==> src/rtl/game_mode_fsm_pkg.sv <==
// Shared game-mode definitions used by the mode FSM and the VGA enable decoder.
package game_mode_fsm_pkg;

    typedef logic [1:0] mode_t;

    localparam mode_t MODE_MENU     = 2'd0;
    localparam mode_t MODE_REACTION = 2'd1;
    localparam mode_t MODE_CHIMP    = 2'd2;
    localparam mode_t MODE_RESULT   = 2'd3;

    function automatic mode_t game_for_cursor(input logic cursor);
        return cursor ? MODE_CHIMP : MODE_REACTION;
    endfunction

endpackage

==> src/rtl/game_mode_fsm_key_press_detect.sv <==
// Rising-edge press detector: one press per 0->1 transition of a clean key level.
module key_press_detect (
    input  logic clk,
    input  logic resetn,
    input  logic key,
    output logic press
);

    logic prev_r;

    // History cleared in reset so a key held through reset release reads as a press.
    always_ff @(posedge clk or negedge resetn) begin
        if (!resetn) begin
            prev_r <= 1'b0;
        end else begin
            prev_r <= key;
        end
    end

    assign press = key & ~prev_r;

endmodule

==> src/rtl/game_mode_fsm.sv <==
// Top-level game mode sequencer: menu cursor, game entry/abort and timed result screen.
module game_mode_fsm
    import game_mode_fsm_pkg::*;
#(
    parameter int RESULT_CYCLES = 50_000_000,
    parameter int CNT_W         = 26
) (
    input  logic       clk,
    input  logic       resetn,
    input  logic       iKeyUp,
    input  logic       iKeyDown,
    input  logic       iKeySelect,
    input  logic       iKeyBack,
    input  logic       iGameDone,
    output logic [1:0] oGameMode,
    output logic       oCursor,
    output logic       oStartPulse,
    output logic       oAbortPulse
);

    localparam logic [CNT_W-1:0] CNT_LAST = CNT_W'(RESULT_CYCLES - 1);

    logic up_press_s;
    logic down_press_s;
    logic sel_press_s;
    logic back_press_s;

    key_press_detect u_up   (.clk(clk), .resetn(resetn), .key(iKeyUp),     .press(up_press_s));
    key_press_detect u_down (.clk(clk), .resetn(resetn), .key(iKeyDown),   .press(down_press_s));
    key_press_detect u_sel  (.clk(clk), .resetn(resetn), .key(iKeySelect), .press(sel_press_s));
    key_press_detect u_back (.clk(clk), .resetn(resetn), .key(iKeyBack),   .press(back_press_s));

    mode_t            state_r;
    logic             cursor_r;
    logic             start_r;
    logic             abort_r;
    logic [CNT_W-1:0] cnt_r;

    mode_t            state_s;
    logic             cursor_s;
    logic             start_s;
    logic             abort_s;
    logic [CNT_W-1:0] cnt_s;

    // Next-state decode; Back outranks Select, which outranks cursor movement.
    always_comb begin
        state_s  = state_r;
        cursor_s = cursor_r;
        start_s  = 1'b0;
        abort_s  = 1'b0;
        cnt_s    = cnt_r;
        case (state_r)
            MODE_MENU: begin
                if (sel_press_s) begin
                    state_s = game_for_cursor(cursor_r);
                    start_s = 1'b1;
                end else if (up_press_s ^ down_press_s) begin
                    cursor_s = ~cursor_r;
                end else begin
                    cursor_s = cursor_r;
                end
            end
            MODE_REACTION, MODE_CHIMP: begin
                if (back_press_s) begin
                    state_s = MODE_MENU;
                    abort_s = 1'b1;
                end else if (iGameDone) begin
                    state_s = MODE_RESULT;
                    cnt_s   = {CNT_W{1'b0}};
                end else begin
                    state_s = state_r;
                end
            end
            MODE_RESULT: begin
                if (sel_press_s || back_press_s || (cnt_r == CNT_LAST)) begin
                    state_s = MODE_MENU;
                    cnt_s   = {CNT_W{1'b0}};
                end else begin
                    cnt_s = cnt_r + {{(CNT_W-1){1'b0}}, 1'b1};
                end
            end
            default: begin
                state_s = MODE_MENU;
                cnt_s   = {CNT_W{1'b0}};
            end
        endcase
    end

    // State, cursor, counter and pulse registers.
    always_ff @(posedge clk or negedge resetn) begin
        if (!resetn) begin
            state_r  <= MODE_MENU;
            cursor_r <= 1'b0;
            start_r  <= 1'b0;
            abort_r  <= 1'b0;
            cnt_r    <= {CNT_W{1'b0}};
        end else begin
            state_r  <= state_s;
            cursor_r <= cursor_s;
            start_r  <= start_s;
            abort_r  <= abort_s;
            cnt_r    <= cnt_s;
        end
    end

    assign oGameMode   = state_r;
    assign oCursor     = cursor_r;
    assign oStartPulse = start_r;
    assign oAbortPulse = abort_r;

endmodule

==> config.mk <==
export PLATFORM = sky130hd
export DESIGN_NAME = game_mode_fsm
export DESIGN_NICKNAME = d
export VERILOG_FILES = /design/src/rtl/game_mode_fsm_pkg.sv /design/src/rtl/game_mode_fsm_key_press_detect.sv /design/src/rtl/game_mode_fsm.sv
export SDC_FILE = /design/constraint.sdc
export NUM_CORES = 1
export LEC_CHECK = 0
export BUFFER_PORTS_ARGS = -buffer_cell sky130_fd_sc_hd__buf_2
export CAP_MARGIN = 20
export CORE_MARGIN = 4
export CORE_UTILIZATION = 50
export DETAILED_ROUTE_END_ITERATION = 16
export GPL_ROUTABILITY_DRIVEN = 0
export PLACE_DENSITY_LB_ADDON = 0.25
export RECOVER_POWER = 100
export SYNTH_ARGS = -nofsm -noshare
export SYNTH_HDL_FRONTEND = slang
export SYNTH_SLANG_ARGS = --single-unit
==> constraint.sdc <==
create_clock -name clk -period 5.68 [get_ports clk]
set_input_delay 0.284 -clock clk [delete_from_list [all_inputs] [get_ports clk]]
set_output_delay 0.284 -clock clk [all_outputs]
set_load 0.005 [all_outputs]
* After elaboration in Yosys (flattened, before gate mapping)
Cells that the tools add are included.
Widths: inputs -> output; s select.
** Word-level totals
- Flip-flop bits (word level) :: 35
- Output and inout port bits :: 5
** Operators by class
- Add/sub/neg operators :: 1
- Eq/ne operators :: 9
- Muxes and demuxes :: 14
- Bitwise gates (word level) :: 11
- Reductions and logical operators :: 8
** Operators with widths (number)
- $mux 26 :: 3
- $pmux 26 s2 :: 1
- $add 26x1->26 const B :: 1
- $eq 26x26->1 const B :: 1
- $mux 2 :: 5
- $reduce_and 3->1 :: 3
- $ne 2x2->1 const B :: 4
- $not 1->1 :: 6
- $pmux 2 s3 :: 1
- $and 1x1->1 :: 4
- $eq 2x2->1 const B :: 2
- $mux 1 :: 4
- $ne 3x3->1 const B :: 1
- $eq 2x1->1 const B :: 1
- $logic_not 2->1 :: 1
- $logic_or 1x1->1 :: 2
- $reduce_bool 2->1 :: 1
- $reduce_or 2->1 :: 1
- $xor 1x1->1 :: 1

* Logic depth before layout (Yosys ltp)
- Depth after elaboration :: 6
- Gate-level depth with buffers :: 8
- Mapped depth without buffers :: 6

* Cells and area by module
From an unflattened synthesis, not the netlist that was laid out.
** Unflattened totals
- Cells, all modules :: 203
- Area, all modules :: 1900.6 sq um
** By module, submodules not included
- game_mode_fsm :: times used 1, cells an instance 195, area each 1745.4 sq um
- key_press_detect :: times used 4, cells an instance 2, area each 38.8 sq um

* Worst setup path after synthesis
Ideal clock, no wire load.
- Path type :: reg-to-reg
- Start point :: reg cnt_r[0]
- End point :: reg cnt_r[17]
- Arrival :: 1719 ps
- Required time :: 5554 ps
- Slack :: 3835 ps
- Stages on the path, launching flop included :: 8
- Cells stage by stage :: dfrtp_1 ha_1 and4_4 nand4_1 o21ba_2 buf_6 and3_1 a221o_1
** Between the ends
- Word-level cells in the longest chain between the ends :: 4
- Elaborated cells on any way between the ends :: 5
- Those cells by class :: add/sub: 1; eq/ne: 1; mux: 2; reduce/logical: 1
** RTL lines
- start, declared :: line game_mode_fsm.sv:37 : logic [CNT_W-1:0] cnt_r;
- start signal, assigned :: line game_mode_fsm.sv:96 : cnt_r <= {CNT_W{1'b0}};
- start signal, assigned :: line game_mode_fsm.sv:102 : cnt_r <= cnt_s;
- branches (longest 2 deep; another with $add 26x1->26)
- $mux 26 * :: line game_mode_fsm.sv:75 : if (sel_press_s || back_press_s || (cnt_r == CNT_LAST)) begin
- $pmux 26 s2 * :: line game_mode_fsm.sv:52 : case (state_r)
Mark *: on every way between the ends.
A chain may end at the register's enable or synchronous reset.

* Worst setup path in the final report
- Start point :: reg cnt_r[0]
- End point :: reg cnt_r[13]
The elaborated chain is that of the path after synthesis.

==> impl_metrics.tcl <==
set metrics [dict create \
    cts_buffers 5 \
    synthArstFlopShare_pct 100 \
    synth.avg_cell_area_um2 9.16 \
    yosysWarningCount 0 \
    final_hold_viol_count 0 \
    dr.pass1.iters 4 \
    swShare_pct 35.5 \
    cts_tree "done" \
    worst_setup_path_end_kind "flop" \
    vias 1680 \
    fin_area_um2 2140 \
    grt_util_met1_pct 25.4 \
    routed_wl_um 4310 \
    drv_cap 1 \
    area.growth.synth_to_final_pct 10.6 \
    maxSlewHeadroom_pct -24.5 \
    crit_arrival_ns 3.19 \
    syn_nets 221 \
    fin_crit_ns 3.02 \
    synth_edf_count 0 \
    power_density_nw_per_um2 391 \
    grtUsageTotal_pct 19.1 \
    worstSetupStartpointType "flop" \
    finalSetupTns_ns 0 \
    critical_path_class "flop to flop" \
    grt_antenna_before_repair 0 \
    placed_cell_area_um2 2020 \
    portBuffers 11 \
    p_seq_share_pct 34.6 \
    die_h_um 70.2 \
    cts-hold-fix-buffers 0 \
    yosys-top-cells-area "dfrtp_1 45%, a22o_1 4.1%, nor2_1 4.1%, o21ai_0 3.4%, nand2_1 3.1%" \
    rsz0062_at_grt "no" \
    synth_area_um2 1930 \
    peakVddDrop_uv 153 \
    die_area_um2 4930 \
    path_clk_slew_ns 0.07 \
    grt_max_degree 36 \
    finalCritPeriodShare_pct 53.1 \
    switchingPower_mw 0.297 \
    power_mw 0.836 \
    cp_max_fo 15 \
    synth_cell_types 45 \
    final_common_cell "dfrtp_1" \
    drt_iter0_markers 96 \
    busiest_layer "met2" \
    worstPathRequired_ns 5.85 \
    core_um2 3690 \
    synthCells 211 \
    timing.hold.ws_ns 0.0984 \
    drive_above_1_share_pct 6.70 \
    start_util_pct 52.4 \
    synth-seq-cells 35 \
    cts.path.max_buffers 2 \
    grt_first_pass_wirelength_um 7420 \
    final_net_count 233 \
    grt.overflow.total 0 \
    die_x_um 70.2 \
    tightest_slew_ns 1.87 \
    ys_seq_area_share_pct 45.3 \
    synth_top_area_share_pct 45.3 \
    finClkSkew_ns 0.00581 \
    postCtsSetupBuffers 0 \
    viasPerCell 6.18 \
    clk_latency_ns 0.29 \
    htreeDepth 2 \
    cts_sinks 35 \
    grt_util_met2_pct 29.6 \
    cts_resized 0 \
    status "finished, violations left" \
    pwr-share-clk_pct 32.2 \
    p_int_mw 0.539 \
    antennaDiodeCount 0 \
    yosysTopAreaCell "dfrtp_1" \
    leakagePower_nw 0.947 \
    drc 0 \
    pwr-share-comb_pct 33.2 \
    root_buffer "clkbuf_8" \
    violations "max-capacitance violations, max-slew violations" \
    core.rowCount 22 \
    drv_slew 36 \
    final_cell_mix "35 x dfrtp_1, 21 x nor2_1, 16 x nand2_1, 14 x o21ai_0" \
    place_hpwl_um 2920 \
    met3_usage_pct 4.03 \
    hold_class "input pin to flop" \
    io_pins 12 \
    antenna_left 0 \
    nFillCells 352 \
    synth_ff_type "dfrtp_1" \
    setup_violations 0 \
    drt-wirelength-per-cell_um 15.8 \
    grt_pass1_vias 1585 \
    clock.fmax_ghz 0.332 \
]
## kinds of logic (layout without fill, tap and decap cells)
group	Yosys count	count (layout)	synth area share, %
DFF	35	35	45.3
adders and majority gates	3	3	1.94
xor gates and xnor gates	2	2	0.906
and+or+nand+nor	96	96	27.1
AOI/OAI and AO/OA	58	58	20.9
buffers and inverters	17	30	3.88
## final cells by class
cell class	instances	area (um^2)	share of cell area, %
flip-flops and latches	35	876	41.0
well taps	48	60.1	2.81
clock buffers	6	72.6	3.40
clock inverters	2	60.1	2.81
multi-input cells	159	976	45.7
inverters	10	37.5	1.76
repair buffers	12	55.1	2.58
## power by group through the flow
stage	registers [mW]	clock network, mW	logic [mW]
3_3_place_gp	0.292	0	0.274
2_1_floorplan	0.292	0	0.207
4_1_cts	0.289	0.271	0.281
6_report	0.289	0.269	0.278
5_1_grt	0.292	0.285	0.315
3_5_place_dp	0.294	0	0.280
## registers in the layout, indices dropped and copies added (netlist names)
signal / count
oStartPulse: 1
u_sel.prev_r: 1
u_back.prev_r: 1
u_down.prev_r: 1
oCursor: 1
oGameMode: 2
cnt_r: 26
u_up.prev_r: 1
oAbortPulse: 1
## critical path: stages, from the launching register on
cell and delay (ns):
dfrtp_1 0.40, ha_1 0.24, and4_1 0.32, nand4_1 0.14, o21bai_1 0.84, nor2_1 0.52
a221o_1 0.42
## per-layer routing
layer | up-vias | share of wire (%)
li1 | 816 | -
met1 | 813 | 47
met2 | 46 | 45
met3 | 5 | 6.4
met4 | 0 | 1.4
met5 | - | 0
## stage by stage
stage               cells  util (%)  setup WS (ns)
floorplan             211         -           3.83
global placement      264      54.7           3.28
detailed placement    264      54.7           3.19
CTS                   272      58.3           3.18
global route          272      57.9           2.37
finish                272      57.9           2.66
## worst paths after layout
path,startpoint,end,slack (ns),depth (start not counted)
setup / recovery,cnt_r[0],cnt_r[13],2.66,6
hold / removal,iKeyUp,u_up.prev_r,0.1,1
setup reg to reg,cnt_r[0],cnt_r[13],2.66,6
hold reg to reg,cnt_r[15],cnt_r[15],0.51,1
max in group asynchronous,resetn,cnt_r[24],4.11,1
min in group asynchronous,resetn,u_up.prev_r,0.49,1
## cell usage after synthesis, types with 2 or more instances
master	number
inv_1	10
o211ai_1	2
and3_1	9
o21ai_0	13
clkbuf_1	3
nand2_1	16
nor2b_1	4
a22o_1	9
nand2b_1	2
a21oi_1	7
nor3_1	8
a21o_1	3
ha_1	3
or3_1	3
o2bb2ai_1	3
nand3_1	10
or2_1	2
nor2_1	21
dfrtp_1	35
nand4_1	7
nor4_1	3
buf_2	3
a221o_1	3
o21ai_1	3
a31oi_1	8
o22a_1	2
Power figures use the tool's default switching activity.
